<file path="src/rtl/lms_sample_feeder_if.sv">
// rtl/lms_sample_feeder_if.sv - host byte stream and sample output bundle for lms_sample_feeder
interface lms_sample_feeder_if #(
  parameter int AW = 4
);
  logic          enable_i;
  logic          sync_i;
  logic [7:0]    byte_i;
  logic          byte_valid_i;
  logic          byte_ready_o;
  logic [15:0]   data_in_o;
  logic [15:0]   data_ref_o;
  logic          sample_stb_o;
  logic          underflow_o;
  logic [AW:0]   level_o;

  // Host side: drives bytes and control, observes samples.
  modport master (
    output enable_i, sync_i, byte_i, byte_valid_i,
    input  byte_ready_o, data_in_o, data_ref_o, sample_stb_o, underflow_o, level_o
  );

  // Feeder side.
  modport slave (
    input  enable_i, sync_i, byte_i, byte_valid_i,
    output byte_ready_o, data_in_o, data_ref_o, sample_stb_o, underflow_o, level_o
  );
endinterface

</file>
<file path="src/rtl/lms_sample_feeder.sv">
// rtl/lms_sample_feeder.sv - byte-to-frame assembler, frame FIFO and ticked sample presenter
module lms_sample_feeder #(
  parameter int DIV   = 40,
  parameter int DEPTH = 16,
  parameter int AW    = 4
) (
  input  logic               clk_i,
  input  logic               rst_i,
  lms_sample_feeder_if.slave bus
);
  localparam int            CW       = $clog2(DIV);
  localparam logic [AW:0]   FULL     = (AW+1)'(DEPTH);
  localparam logic [AW:0]   LVL_ONE  = (AW+1)'(1);
  localparam logic [AW-1:0] PTR_ONE  = AW'(1);
  localparam logic [CW-1:0] CNT_LAST = CW'(DIV - 1);
  localparam logic [CW-1:0] CNT_ONE  = CW'(1);

  logic [1:0]    pos_q;
  logic [23:0]   stage_q;
  logic [31:0]   mem [DEPTH];
  logic [AW-1:0] wr_ptr_q;
  logic [AW-1:0] rd_ptr_q;
  logic [AW:0]   level_q;
  logic [CW-1:0] cnt_q;
  logic [15:0]   in_q;
  logic [15:0]   ref_q;
  logic          stb_q;
  logic          uf_q;

  logic          ready;
  logic          accept;
  logic [1:0]    slot;
  logic          frame_wr;
  logic          tick;
  logic          pop;

  // Ready looks only at the registered level so a same-edge pop never opens it early.
  assign ready    = (level_q != FULL);
  assign accept   = bus.byte_valid_i && ready;
  // A resync coinciding with a byte makes that byte the first of a new frame.
  assign slot     = bus.sync_i ? 2'd0 : pos_q;
  assign frame_wr = accept && (slot == 2'd3);
  assign tick     = bus.enable_i && (cnt_q == CNT_LAST);
  assign pop      = tick && (level_q != '0);

  assign bus.byte_ready_o = ready;
  assign bus.data_in_o    = in_q;
  assign bus.data_ref_o   = ref_q;
  assign bus.sample_stb_o = stb_q;
  assign bus.underflow_o  = uf_q;
  assign bus.level_o      = level_q;

  // Byte position tracking and staging of the first three bytes of a frame.
  always_ff @(posedge clk_i) begin
    if (rst_i) begin
      pos_q   <= 2'd0;
      stage_q <= '0;
    end else if (accept) begin
      case (slot)
        2'd0:    stage_q[7:0]   <= bus.byte_i;
        2'd1:    stage_q[15:8]  <= bus.byte_i;
        2'd2:    stage_q[23:16] <= bus.byte_i;
        default: ;
      endcase
      pos_q <= slot + 2'd1;
    end else if (bus.sync_i) begin
      pos_q <= 2'd0;
    end
  end

  // Frame storage: the fourth byte completes {ref, in} and lands directly in the FIFO.
  always_ff @(posedge clk_i) begin
    if (frame_wr) begin
      mem[wr_ptr_q] <= {bus.byte_i, stage_q};
    end
  end

  // FIFO pointers and occupancy.
  always_ff @(posedge clk_i) begin
    if (rst_i) begin
      wr_ptr_q <= '0;
      rd_ptr_q <= '0;
      level_q  <= '0;
    end else begin
      if (frame_wr) wr_ptr_q <= wr_ptr_q + PTR_ONE;
      if (pop)      rd_ptr_q <= rd_ptr_q + PTR_ONE;
      case ({frame_wr, pop})
        2'b10:   level_q <= level_q + LVL_ONE;
        2'b01:   level_q <= level_q - LVL_ONE;
        default: ;
      endcase
    end
  end

  // Sample tick divider; held at zero while disabled.
  always_ff @(posedge clk_i) begin
    if (rst_i || !bus.enable_i) begin
      cnt_q <= '0;
    end else if (cnt_q == CNT_LAST) begin
      cnt_q <= '0;
    end else begin
      cnt_q <= cnt_q + CNT_ONE;
    end
  end

  // Output pair, strobe and sticky underflow, all updated on the tick edge.
  always_ff @(posedge clk_i) begin
    if (rst_i) begin
      in_q  <= '0;
      ref_q <= '0;
      stb_q <= 1'b0;
      uf_q  <= 1'b0;
    end else begin
      stb_q <= pop;
      if (pop) begin
        {ref_q, in_q} <= mem[rd_ptr_q];
      end
      if (tick && (level_q == '0)) begin
        uf_q <= 1'b1;
      end
    end
  end
endmodule

</file>
<file path="src/flat_wrapper.sv">
// flat-port wrapper written by rule: the top's interface ports become plain ports
module lms_sample_feeder_flat 
#(
  parameter int DIV   = 40,
  parameter int DEPTH = 16,
  parameter int AW    = 4
)
  (clk_i, rst_i, bus_enable_i, bus_sync_i, bus_byte_i, bus_byte_valid_i, bus_byte_ready_o, bus_data_in_o, bus_data_ref_o, bus_sample_stb_o, bus_underflow_o, bus_level_o);
  lms_sample_feeder_if #(.AW(AW)) bus_i ();
  input  logic clk_i;
  input  logic rst_i;
  input wire logic [$bits(bus_i.enable_i)-1:0] bus_enable_i;
  input wire logic [$bits(bus_i.sync_i)-1:0] bus_sync_i;
  input wire logic [$bits(bus_i.byte_i)-1:0] bus_byte_i;
  input wire logic [$bits(bus_i.byte_valid_i)-1:0] bus_byte_valid_i;
  output wire logic [$bits(bus_i.byte_ready_o)-1:0] bus_byte_ready_o;
  output wire logic [$bits(bus_i.data_in_o)-1:0] bus_data_in_o;
  output wire logic [$bits(bus_i.data_ref_o)-1:0] bus_data_ref_o;
  output wire logic [$bits(bus_i.sample_stb_o)-1:0] bus_sample_stb_o;
  output wire logic [$bits(bus_i.underflow_o)-1:0] bus_underflow_o;
  output wire logic [$bits(bus_i.level_o)-1:0] bus_level_o;
  assign bus_i.enable_i = bus_enable_i;
  assign bus_i.sync_i = bus_sync_i;
  assign bus_i.byte_i = bus_byte_i;
  assign bus_i.byte_valid_i = bus_byte_valid_i;
  assign bus_byte_ready_o = bus_i.byte_ready_o;
  assign bus_data_in_o = bus_i.data_in_o;
  assign bus_data_ref_o = bus_i.data_ref_o;
  assign bus_sample_stb_o = bus_i.sample_stb_o;
  assign bus_underflow_o = bus_i.underflow_o;
  assign bus_level_o = bus_i.level_o;
  lms_sample_feeder #(.DIV(DIV), .DEPTH(DEPTH), .AW(AW)) u_core (.clk_i(clk_i), .rst_i(rst_i), .bus(bus_i));
endmodule
</file>
<file path="config.mk">
export PLATFORM = sky130hd
export DESIGN_NAME = lms_sample_feeder_flat
export DESIGN_NICKNAME = d
export VERILOG_FILES = /design/src/rtl/lms_sample_feeder_if.sv /design/src/rtl/lms_sample_feeder.sv /design/src/flat_wrapper.sv
export SDC_FILE = /design/constraint.sdc
export NUM_CORES = 1
export LEC_CHECK = 0
export ABC_CLOCK_PERIOD_IN_PS = 4370
export BUFFER_PORTS_ARGS = -buffer_cell sky130_fd_sc_hd__buf_4
export CORE_ASPECT_RATIO = 0.7
export CORE_MARGIN = 4
export CORE_UTILIZATION = 25
export DETAILED_ROUTE_END_ITERATION = 16
export SYNTH_ARGS = -nofsm -noshare
export SYNTH_HDL_FRONTEND = slang
export SYNTH_SLANG_ARGS = --single-unit
</file>
<file path="constraint.sdc">
create_clock -name clk_i -period 4.37 [get_ports clk_i]
set_input_delay 0 -clock clk_i [delete_from_list [all_inputs] [get_ports clk_i]]
set_output_delay 0 -clock clk_i [all_outputs]
set_load 0.1 [all_outputs]
</file>
; After elaboration in Yosys (flattened, before gate mapping)
; Memory sizes are Yosys's and may differ from the RTL's. A register that Yosys moved wholly into a read port is not among the register bits.
; Index checks and enable logic that the tools add are counted.
[op_classes]
n_reduce_logical = 15
eq_ne = 7
mux = 5
add_sub_neg = 6
[op_table]
columns = op, count
row1 = 5-bit case mux with 2 select lines, 1
row2 = "4-bit by 1-bit adder with 4-bit output, second input constant", 2
row3 = "6-bit by 1-bit adder with 6-bit output, second input constant", 1
row4 = "2-bit == test, second input constant", 3
row5 = "6-bit == test, second input constant", 1
row6 = 2-bit AND reduction, 3
row7 = "5-bit by 1-bit adder with 5-bit output, second input constant", 1
row8 = 1-bit logical AND, 5
row9 = 5-bit zero test, 1
row10 = "5-bit != test, second input constant", 1
row11 = 5-bit nonzero test, 1
row12 = "5-bit by 1-bit subtractor with 5-bit output, second input constant", 1
row13 = "2-bit by 1-bit == test with 1-bit output, second input constant", 2
row14 = 2-bit two-way mux, 2
row15 = "2-bit by 1-bit adder with 2-bit output, second input constant", 1
row16 = 2-bit zero test, 1
row17 = 1-bit two-way mux, 2
row18 = 2-bit nonzero test, 1
row19 = 2-bit OR reduction, 1
row20 = 1-bit zero test, 1
row21 = 1-bit logical OR, 1
[word_totals]
output_inout_bits = 40
regBits = 47
mem_count = 1
mem_bits_rw = 512
input_bits = 13
elab_cells = 44
[memory_table]
columns = memory, words, width, read_ports, rd_ports_with_merged_regs, write_ports, line
row1 = u_core.mem, 16, 32, 1, 1, 1, lms_sample_feeder.sv:20  ; logic [31:0] mem [DEPTH];

; Longest topological paths before layout
; Gate-level depths: netlist of run 1.
[depth]
word_depth = 5
mapped_depth = 13
depth_no_buf = 11

; Worst setup path after synthesis of run 1
; No wires, ideal clock.
[synth_path]
path_type = register to register
from = reg u_core.level_q[0] (netlist: u_core.bus.level_o[0])
to = mem u_core.mem[0][0] (enable)
stages_incl_launch_ff = 6
n_path_buf = 1
arrival_ns = 4.011
t_required_ns = 3.909
synth_period_minus_slack_ns = 4.472
setup_slack_ns = -0.102
path_cell_list = dfxtp_1 -> or4_4 -> buf_6 -> o211a_1 -> nand2_1 -> nor3_1
[synth_between]
elab_chain_len = 5
[synth_rtl]
columns = item, line
row1 = from (decl), lms_sample_feeder.sv:23  ; logic [AW:0] level_q;
row2 = from (signal assigned), lms_sample_feeder.sv:88  ; 2'b10: level_q <= level_q + LVL_ONE;
row3 = from (signal assigned), lms_sample_feeder.sv:89  ; 2'b01: level_q <= level_q - LVL_ONE;
row4 = 5-bit != test, lms_sample_feeder.sv:38  ; assign ready = (level_q != FULL);
row5 = 1-bit logical AND, lms_sample_feeder.sv:39  ; assign accept = bus.byte_valid_i && ready;
row6 = 1-bit logical AND, lms_sample_feeder.sv:42  ; assign frame_wr = accept && (slot == 2'd3);
row7 = 1-bit two-way mux, lms_sample_feeder.sv:73  ; if (frame_wr) begin
row8 = 1-bit two-way mux (implied by the code), lms_sample_feeder.sv:74  ; mem[wr_ptr_q] <= {bus.byte_i, stage_q};
row9 = to (decl), lms_sample_feeder.sv:20
; Every way passes these cells.

; Worst setup path after layout of run 1
[layout_path]
from = reg u_core.level_q[0] (netlist: u_core.bus.level_o[0])
to = reg u_core.level_q[4] (netlist: u_core.bus.level_o[4])
[layout_between]
elab_cells_between_ends = 11
[layout_rtl]
columns = item, line
row1 = 5-bit nonzero test (*), lms_sample_feeder.sv:44  ; assign pop = tick && (level_q != '0);
row2 = 1-bit logical AND (*), lms_sample_feeder.sv:44
row3 = named net u_core.pop, lms_sample_feeder.sv:35  ; logic pop;
row4 = 2-bit by 1-bit == test with 1-bit output / 2-bit == test (equally long branches), lms_sample_feeder.sv:87  ; case ({frame_wr, pop})
row5 = 5-bit case mux with 2 select lines / 2-bit nonzero test (equally long branches), --
; The timed path passes the listed nets; every way through them passes the cells marked *.
; A chain may end at the register's enable or synchronous reset.

==> results of run 1 <==
final cells by class:
class	instances	area, sq um
sequential	591	17000
multi-input combinational	453	5360
fill	8549	62400
inverter	11	41.3
clock inverter	19	204
timing repair buffer	95	793
clock buffer	80	1520
tap	1162	1450
per-stage QoR:
step / hold WS [ps] / setup WS, ps / util (%)
after floorplan: 98.9 / 7.81 / -
after global placement: 373 / 1250 / 27.6
after detailed placement: 388 / 1160 / 27.6
after CTS: 304 / 1130 / 29.7
after global routing: 325 / 962 / 29.7
final: 331 / 1070 / 29.7
worst paths after layout:
path | slack, ps | end | cells after the start
min reg2reg | 450 | u_core.cnt_q[0]$_SDFF_PP0_ | 1
min | 330 | u_core.mem[8][26]$_DFFE_PP_ | 2
max reg2reg | 1070 | u_core.bus.level_o[4]$_SDFFE_PP0P_ | 10
max | 1070 | u_core.bus.level_o[4]$_SDFFE_PP0P_ | 10
layout by cell type (no fill, tap or decap), types with 2 or more instances in the layout:
master	synthesis	final
o2111ai_1	2	2
a22oi_1	2	2
clkinv_2	0	12
a221o_1	32	32
edfxtp_1	512	512
clkinv_1	0	2
buf_4	1	79
nor3_4	0	3
dfxtp_1	79	76
a31oi_1	2	2
nor2_4	0	12
xnor2_1	5	5
mux2i_1	36	36
clkbuf_16	0	55
nand2b_1	2	2
nand3_1	26	26
nor2_1	68	56
clkbuf_8	0	5
bufinv_16	0	4
ha_1	13	13
nor2b_1	3	3
dfxtp_4	0	3
xor2_1	8	8
mux4_2	128	128
nand2_1	31	31
inv_1	11	11
buf_12	0	4
clkbuf_1	31	20
or3_1	3	3
dlygate4sd3_1	0	12
o211ai_1	3	3
o21ai_0	3	3
a21oi_1	28	28
mux2_2	34	34
state kept, by name (all words and copies together), names as in the netlist:
name,count
u_core.bus.data_ref_o,16
u_core.pos_q,2
u_core.mem,512
u_core.cnt_q,6
u_core.wr_ptr_q,4
u_core.stage_q,24
u_core.bus.underflow_o,1
u_core.bus.data_in_o,16
u_core.rd_ptr_q,4
u_core.bus.level_o,5
u_core.bus.sample_stb_o,1
power breakdown:
part / internal [uW] / switching (uW) / total [uW]
combinational: 25.9 / 67.2 / 93.2
sequential: 6100 / 34.3 / 6130
clock: 2640 / 2020 / 4660
total: 8770 / 2120 / 10900
metal layers:
| metal | routed length (microns) | vias up | share of wire [%] | track usage, % |
|---|---|---|---|---|
| met1 | 23900 | 6029 | 46 | 15.4 |
| met2 | 24200 | 295 | 47 | 16.8 |
| met4 | 941 | 2 | 1.8 | 2.43 |
| li1 | - | 4732 | - | - |
| met3 | 2720 | 73 | 5.2 | 2.04 |
| met5 | 13 | - | 0.025 | 0 |
kinds of logic (layout without fill, tap and decap cells):
family | after synthesis | after routing
AND/OR/NAND/NOR | 149 | 149
AO/OA/AOI/OAI | 80 | 80
buffers and inverters | 76 | 205
adder cells (fa/ha/maj) | 13 | 13
flip-flops | 591 | 591
multiplexers | 198 | 198
XOR/XNOR | 13 | 13
worst max-delay path: stages (launching register included):
cell      delay, ps
dfxtp_1         390
or4_4           660
o211ai_4        360
inv_1           110
ha_1            320
xor2_1          190
ha_1            200
a21oi_1         260
a22oi_1         140
a31oi_1         190
mux2_2          360
==> flow_metrics.tcl, run 1 <==
set metrics [dict create \
    tritoncts "built" \
    cts_hold_buf 12 \
    fin_nets 1231 \
    root_buffer "clkbuf_16" \
    cts.clk_slew.worst_paths_ps 70 \
    end_kind "flip-flop" \
    tightest_slew_ps 1120 \
    ys_top_cells_by_count "512 x edfxtp_1, 128 x mux4_2, 79 x dfxtp_1" \
    yosysTopAreaCellShare_pct 68.3 \
    rsz0062_at_grt "false" \
    yosysMostFrequentCell "edfxtp_1" \
    ys_warn_count 0 \
    setup_viol 0 \
    routed_wirelength_mm 51.8 \
    final.min_clock_period_ps 3300 \
    synthXorXnorAreaFrac_pct 0.505 \
    slew_headroom_pct 25.1 \
    synth_top_family_by_area "multiplexers" \
    setup_tns_ps 0 \
    maxCapViolations 0 \
    num_antenna_cells 0 \
    syn_nets 1146 \
    synthAdderAreaFrac_pct 0.722 \
    drive_above_1_share_pct 27.9 \
    r2r-start "u_core.bus.level_o[0]$_SDFFE_PP0P_" \
    drc 0 \
    io_pins 53 \
    stdcell_count 2411 \
    firstDrtPassIters 5 \
    seq_area_frac_synth_pct 75.3 \
    numPlacedInstances 2300 \
    drt-initial-drc-count 1086 \
    die_x_microns 367 \
    crit_path_start "u_core.bus.level_o[0]$_SDFFE_PP0P_" \
    p_total_uw 10900 \
    fp.dieArea_sq_mm 0.0950 \
    synth_top_area_cell "edfxtp_1" \
    clockBufferDepth 3 \
    clk_latency_ps 600 \
    cts_resized 0 \
    antenna_found_initial 2 \
    async_reset_ff_share_pct 0 \
    hpwl_mm 30.1 \
    timing.final.hold_violations 0 \
    synthToLayoutAreaGrowth_pct 16.9 \
    synth_seq_cells 591 \
    startpoint_type "flip-flop" \
    ys_top_cells_by_area "edfxtp_1 68%, mux4_2 13%, dfxtp_1 7.0%" \
    syn_area_sq_mm 0.0225 \
    vdd_drop_max_mv 0.282 \
    cts_inserted_buffers 53 \
    status "completed" \
    design_area_sq_mm 0.0263 \
    globalRoute.totalOverflow 0 \
    synth.distinct_cells 48 \
    power_density_mw_per_mm2 413 \
    numClockSinks 591 \
    fp.dieH_microns 259 \
    cp_max_fo 10 \
    grt_usage_pct 10.7 \
    grt_max_degree 64 \
    io_buffers 52 \
    fmax_ghz 0.303 \
    path_class "reg -> reg" \
    synth_mux_area_share_pct 16.1 \
    post_cts_buffers 0 \
    final_antenna_net_count 0 \
    arrival_ps 3750 \
    wire_per_inst_microns 21.5 \
    place_area_sq_mm 0.0245 \
    initial_core_util_pct 25.4 \
    critPathRequiredTime_ps 4820 \
    gp_congestion 0.717 \
    slew_violations 0 \
    vias 11100 \
    synth-simple-area-share_pct 2.99 \
    yosys_most_used_dff "edfxtp_1" \
    grt_pass1_wl_mm 76.6 \
    hold_start "bus_byte_i[2]" \
    rows 91 \
    synth_compound_area_share_pct 2.79 \
    syn_inst 1120 \
    post-route-period-util_pct 75.5 \
    core_area_sq_mm 0.0887 \
    grt_pass1_vias 11400 \
    p_leak_uw 0.00805 \
    vias_per_cell 4.62 \
    avgSynthCellArea_sq_um 20.1 \
    htree_levels 2 \
    fin_skew_ps 36.1 \
    synth_edf_count 512 \
    hold_class "in -> reg" \
]
No activity file was read; power rests on OpenSTA's default activity.
==> run 2: changes to the inputs <==
--- a/config.mk
+++ b/config.mk
@@ -5,7 +5,7 @@
 export SDC_FILE = /design/constraint.sdc
 export NUM_CORES = 1
 export LEC_CHECK = 0
-export ABC_CLOCK_PERIOD_IN_PS = 4370
+export ABC_CLOCK_PERIOD_IN_PS = 2650
 export BUFFER_PORTS_ARGS = -buffer_cell sky130_fd_sc_hd__buf_4
 export CORE_ASPECT_RATIO = 0.7
 export CORE_MARGIN = 4
==> constraint.sdc (replaced) <==
create_clock -name clk_i -period 2.65 [get_ports clk_i]
set_input_delay 0 -clock clk_i [delete_from_list [all_inputs] [get_ports clk_i]]
set_output_delay 0 -clock clk_i [all_outputs]
set_load 0.1 [all_outputs]
==> run 2 against run 1 <==
Effect of this change:
- cell count grew 1.9%
- die area is the same
- maximum frequency grew 26%
- critical path depth is the same
- largest power group unchanged
==> flow_metrics.tcl, run 2 (synthesized netlist as in run 1, its figures left out) <==
set metrics [dict create \
    drc 0 \
    routed_wirelength_mm 54.2 \
    reg.largest.list "u_core.mem: 512 flops, u_core.stage_q: 24 flops" \
    startpoint_type "flip-flop" \
    cp_slowest_cell "or4_4" \
    cts.clk_slew.worst_paths_ps 70 \
    cp_max_fo 3 \
    tightest_slew_ps 1230 \
    firstDrtPassIters 4 \
    fmax_ghz 0.383 \
    final.min_clock_period_ps 2610 \
    core_area_sq_mm 0.0887 \
    layout_common_cells "512 x edfxtp_1, 128 x mux4_2, 102 x buf_4, 71 x dfxtp_1, 56 x nor2_1" \
    top_register "u_core.mem" \
    slew_headroom_pct 18.1 \
    slowest_delay_ps 570 \
    grt_usage_pct 11.2 \
    htree_levels 2 \
    io_pins 53 \
    grt_pass1_wl_mm 80.0 \
    setup_viol 0 \
    cp_cell_sequence "or4_4, o211ai_4, inv_2, ha_4, xor2_2, ha_2, a21oi_4, a22oi_1, a31oi_2, mux2_4" \
    grt_pass1_vias 11800 \
    multi_input_area_sq_mm 0.00543 \
    wire_per_inst_microns 22.1 \
    nFillCells 8482 \
    path_class "reg -> reg" \
    maxCapViolations 0 \
    p_leak_uw 0.00839 \
    place_ws_ps -29.2 \
    hpwl_mm 30.9 \
    rows 91 \
    drive_above_1_share_pct 31.7 \
    io_buffers 52 \
    num_antenna_cells 0 \
    arrival_ps 3070 \
    vias 11300 \
    fin_skew_ps 17.2 \
    vdd_drop_max_mv 0.443 \
    timing.final.hold_violations 0 \
    grt_max_degree 75 \
    globalRoute.totalOverflow 0 \
    regArea_sq_mm 0.0170 \
    critPathRequiredTime_ps 3110 \
    drt-initial-drc-count 1176 \
    clockBufferDepth 3 \
    rsz0062_at_grt "true" \
    power_density_mw_per_mm2 682 \
    fp.dieH_microns 259 \
    clk_latency_ps 590 \
    cts_inserted_buffers 53 \
    crit_buf_inv 1 \
    antenna_found_initial 1 \
    gp_congestion 0.728 \
    largest_reg_flops 512 \
    hold_class "in -> reg" \
    vias_per_cell 4.59 \
    synthToLayoutAreaGrowth_pct 20.4 \
    fin_nets 1276 \
    status "completed" \
    slew_violations 0 \
    fin_ws_ps 41.1 \
    die_x_microns 367 \
    numClockSinks 591 \
    root_buffer "clkbuf_16" \
    crit_family "compound AO/OA/AOI/OAI gates" \
    final_antenna_net_count 0 \
    fp.dieArea_sq_mm 0.0950 \
    post-route-period-util_pct 98.5 \
    initial_core_util_pct 25.4 \
    p_total_uw 18500 \
    final_common_cell "edfxtp_1" \
    tritoncts "built" \
    end_kind "flip-flop" \
]
-- run 2: power breakdown --
group | leakage (uW) | switching, uW | internal, uW | total, uW
Combinational | 0.00210 | 119 | 53.2 | 173
Sequential | 0.00537 | 56.4 | 10100 | 10100
Clock | 0.000916 | 3360 | 4850 | 8210
-- run 2: final timing paths --
path	end	slack, ps	depth (start not counted)	startpoint
max	u_core.bus.level_o[4]$_SDFFE_PP0P_	40	10	u_core.bus.level_o[3]$_SDFFE_PP0P_
min	u_core.mem[14][28]$_DFFE_PP_	360	2	bus_byte_i[4]
max reg2reg	u_core.bus.level_o[4]$_SDFFE_PP0P_	40	10	u_core.bus.level_o[3]$_SDFFE_PP0P_
min reg2reg	u_core.cnt_q[0]$_SDFF_PP0_	450	1	u_core.cnt_q[0]$_SDFF_PP0_
-- run 2: cell type report --
| type | count | share of cell area, % |
|---|---|---|
| clock inverter | 16 | 1.01 |
| inverter | 11 | 0.161 |
| multi-input combinational | 455 | 20.0 |
| tap | 1162 | 5.36 |
| sequential | 591 | 62.6 |
| timing repair buffer | 138 | 4.96 |
| clock buffer | 84 | 5.92 |
-- run 2: what timing repair did --
action / CTS / global route
hold buffers: 14 / 0
endpoints found under the setup margin: 1 / 20
endpoints found under the hold margin: 173 / 0
cloned: 0 / 2
pin swaps: 1 / 6
resized for setup: 1 / 5
buffers inserted: 0 / 0
-- run 2: metrics by stage --
step / area [sq um] / cells / utilization [%] / hold slack [ps] / TNS [ps]
floorplan: 22700 / 1120 / - / 98.9 / -9850
global placement: 25100 / 2341 / 28.3 / 343 / -32.3
detailed placement: 25100 / 2341 / 28.3 / 370 / -29.2
CTS: 27100 / 2455 / 30.5 / 333 / 0
global route: 27100 / 2457 / 30.6 / 357 / -49.4
finish: 27100 / 2457 / 30.6 / 364 / 0
-- run 2: routing by layer --
layer	track usage, %	share of wire, %	vias to the layer above
met2	18.2	47	325
li1	-	-	4831
met1	15.9	46	6041
met3	1.74	5.1	72
met5	0	0.024	-
met4	2.18	1.5	2
==> run 3: changes to the inputs <==
--- a/config.mk
+++ b/config.mk
@@ -5,12 +5,13 @@
 export SDC_FILE = /design/constraint.sdc
 export NUM_CORES = 1
 export LEC_CHECK = 0
-export ABC_CLOCK_PERIOD_IN_PS = 2650
+export ABC_CLOCK_PERIOD_IN_PS = 3000
 export BUFFER_PORTS_ARGS = -buffer_cell sky130_fd_sc_hd__buf_4
 export CORE_ASPECT_RATIO = 0.7
 export CORE_MARGIN = 4
 export CORE_UTILIZATION = 25
 export DETAILED_ROUTE_END_ITERATION = 16
+export SETUP_SLACK_MARGIN = 0.1
 export SYNTH_ARGS = -nofsm -noshare
 export SYNTH_HDL_FRONTEND = slang
 export SYNTH_SLANG_ARGS = --single-unit
==> constraint.sdc (replaced) <==
create_clock -name clk_i -period 3 [get_ports clk_i]
set_input_delay 0 -clock clk_i [delete_from_list [all_inputs] [get_ports clk_i]]
set_output_delay 0 -clock clk_i [all_outputs]
set_load 0.1 [all_outputs]
==> run 3 against run 2 <==
Effect of this change:
- register-to-register slack better by 210 ps
- sequential share of layout area grew 1.0 points
- sequential cell count unchanged
- power is 14% lower
- clock power down 17%
- sequential power down 12%
- largest cell class unchanged
- die area did not move
- critical path type unchanged
- utilization down 0.49 points
- clock-buffer cell count decreased by 8
- non-clock buffer count decreased by 23
- critical endpoint unchanged
- global-route usage is 0.18 points lower
==> flow_metrics.tcl, run 3 (synthesized netlist as in run 1, its figures left out) <==
set metrics [dict create \
    status "completed" \
    r2r-start "u_core.bus.level_o[2]$_SDFFE_PP0P_" \
    drive_above_1_share_pct 30.1 \
    drt-initial-drc-count 1043 \
    vias 11100 \
    top_register "u_core.mem" \
    vdd_drop_max_mv 0.419 \
    tightest_slew_ps 913 \
    slew_violations 0 \
    fmax_ghz 0.363 \
    htree_levels 2 \
    reg.largest.list "u_core.mem: 512 flops, u_core.stage_q: 24 flops" \
    cp_cell_sequence "or4_4, o211a_4, inv_1, ha_4, xor2_2, ha_2, a21oi_2, nand4b_1, a31oi_1, mux2_2" \
    final_common_cell "edfxtp_1" \
    layout_common_cells "512 x edfxtp_1, 128 x mux4_2, 87 x buf_4, 71 x dfxtp_1, 56 x nor2_1" \
    fp.dieH_microns 259 \
    path_class "reg -> reg" \
    slew_headroom_pct 39.0 \
    fin_skew_ps 16.9 \
    cts.clk_slew.worst_paths_ps 60 \
    setup_viol 0 \
    initial_core_util_pct 25.4 \
    nFillCells 8492 \
    worstHoldEndpoint "u_core.pos_q[1]$_SDFF_PP0_" \
    vias_per_cell 4.57 \
    multi_input_area_sq_mm 0.00541 \
    cp_max_fo 12 \
    clockBufferDepth 3 \
    fp.dieArea_sq_mm 0.0950 \
    die_x_microns 367 \
    drc 0 \
    rsz0062_at_grt "false" \
    setup_tns_ps 0 \
    synthToLayoutAreaGrowth_pct 18.5 \
    arrival_ps 3230 \
    grt_max_degree 48 \
    core_area_sq_mm 0.0887 \
    wire_per_inst_microns 21.7 \
    antenna_found_initial 1 \
    min_path_cells 5 \
    reg2reg_to "u_core.bus.level_o[4]$_SDFFE_PP0P_" \
    maxCapViolations 0 \
    reg2reg_depth 10 \
    io_buffers 52 \
    numClockSinks 591 \
    final_antenna_net_count 0 \
    grt_usage_pct 11.0 \
    hold_class "in -> reg" \
    reg2reg_setup_slack_ps 250 \
    regArea_sq_mm 0.0170 \
    end_kind "flip-flop" \
    hold_start "bus_sync_i" \
    cp_slowest_cell "or4_4" \
    critPathRequiredTime_ps 3480 \
    stdcell_count 2430 \
    root_buffer "clkbuf_16" \
    startpoint_type "flip-flop" \
    grt_pass1_vias 11500 \
    numPlacedInstances 2316 \
    power_density_mw_per_mm2 595 \
    rows 91 \
    post-route-period-util_pct 91.8 \
    tritoncts "built" \
    slowest_delay_ps 580 \
    grt_pass1_wl_mm 78.5 \
    io_pins 53 \
    firstDrtPassIters 5 \
    routed_wirelength_mm 52.8 \
    final.min_clock_period_ps 2750 \
    cts_inserted_buffers 52 \
    timing.final.hold_violations 0 \
    largest_reg_flops 512 \
    gp_congestion 0.734 \
    p_leak_uw 0.00818 \
    hpwl_mm 29.7 \
    globalRoute.totalOverflow 0 \
    clk_latency_ps 590 \
    fin_nets 1251 \
]
[run 3: cell count changes in the layout (fill, tap and decap cells not counted), moves of 3 or more]
cell / before / now
clkinv_2: 3 / 8
clkbuf_8: 12 / 9
clkinv_1: 1 / 4
bufinv_16: 7 / 4
buf_12: 22 / 14
clkbuf_1: 17 / 13
buf_4: 102 / 87
[run 3: per-stage QoR]
stage               hold WS [ps]  area, sq um  total power, uW  util [%]  setup slack, ps
floorplan                   98.9        22700             9140         -            -75.9
global placement             363        24800             9230      27.9              211
detailed placement           377        24800             9240      27.9              165
CTS                          353        26700            16000      30.1              153
global route                 356        26700            16400      30.1             79.4
finish                       352        26700            15900      30.1              247
[run 3: worst max-delay path: cells and delay by family (launching register included)]
kind | cells | cell delay [ps]
compound gates | 3 | 510
xor+xnor | 1 | 150
fa+ha+maj | 2 | 370
buf+inv | 1 | 110
flops | 1 | 380
mux | 1 | 360
simple gates | 2 | 760
[run 3: area by class of cell]
| cell class | count | area share (%) |
|---|---|---|
| Tap cell | 1162 | 5.45 |
| Inverter | 11 | 0.155 |
| Clock inverter | 20 | 0.801 |
| Multi-Input combinational cell | 454 | 20.3 |
| Clock buffer | 76 | 5.71 |
| Antenna cell | 1 | 0.00937 |
| Timing Repair Buffer | 115 | 4.02 |
| Sequential cell | 591 | 63.6 |
[run 3: worst max path at each step]
stage | cells past startpoint | end | startpoint
2_1_floorplan | 13 | u_core.bus.level_o[4]$_SDFFE_PP0P_ | u_core.bus.level_o[1]$_SDFFE_PP0P_
4_1_cts | 10 | u_core.bus.level_o[4]$_SDFFE_PP0P_ | u_core.bus.level_o[2]$_SDFFE_PP0P_
5_1_grt | 10 | u_core.bus.level_o[4]$_SDFFE_PP0P_ | u_core.bus.level_o[2]$_SDFFE_PP0P_
3_5_place_dp | 10 | u_core.bus.level_o[4]$_SDFFE_PP0P_ | u_core.bus.level_o[2]$_SDFFE_PP0P_
3_3_place_gp | 10 | u_core.bus.level_o[4]$_SDFFE_PP0P_ | u_core.bus.level_o[0]$_SDFFE_PP0P_
6_report | 10 | u_core.bus.level_o[4]$_SDFFE_PP0P_ | u_core.bus.level_o[2]$_SDFFE_PP0P_
[run 3: power breakdown]
part / leakage, uW / internal, uW / switching, uW / total [uW]
sequential: 0.00537 / 8880 / 46.7 / 8930
clock: 0.000847 / 3870 / 2950 / 6820
combinational: 0.00196 / 43.7 / 103 / 147
total: 0.00818 / 12800 / 3100 / 15900
[run 3: metal layers]
layer / track usage (%) / vias to the layer above / routed length [microns]
li1: - / 4778 / -
met1: 15.4 / 5968 / 23800
met2: 18.1 / 297 / 25300
met3: 1.86 / 65 / 2880
met4: 2.14 / 0 / 854
met5: 0 / - / 0
[run 3: repair_timing]
item / CTS / global route
hold endpoints to repair: 174 / 0
resized for setup: 0 / 1
hold buffers: 14 / 0
setup buffers: 0 / 2
setup endpoints to repair: 0 / 13
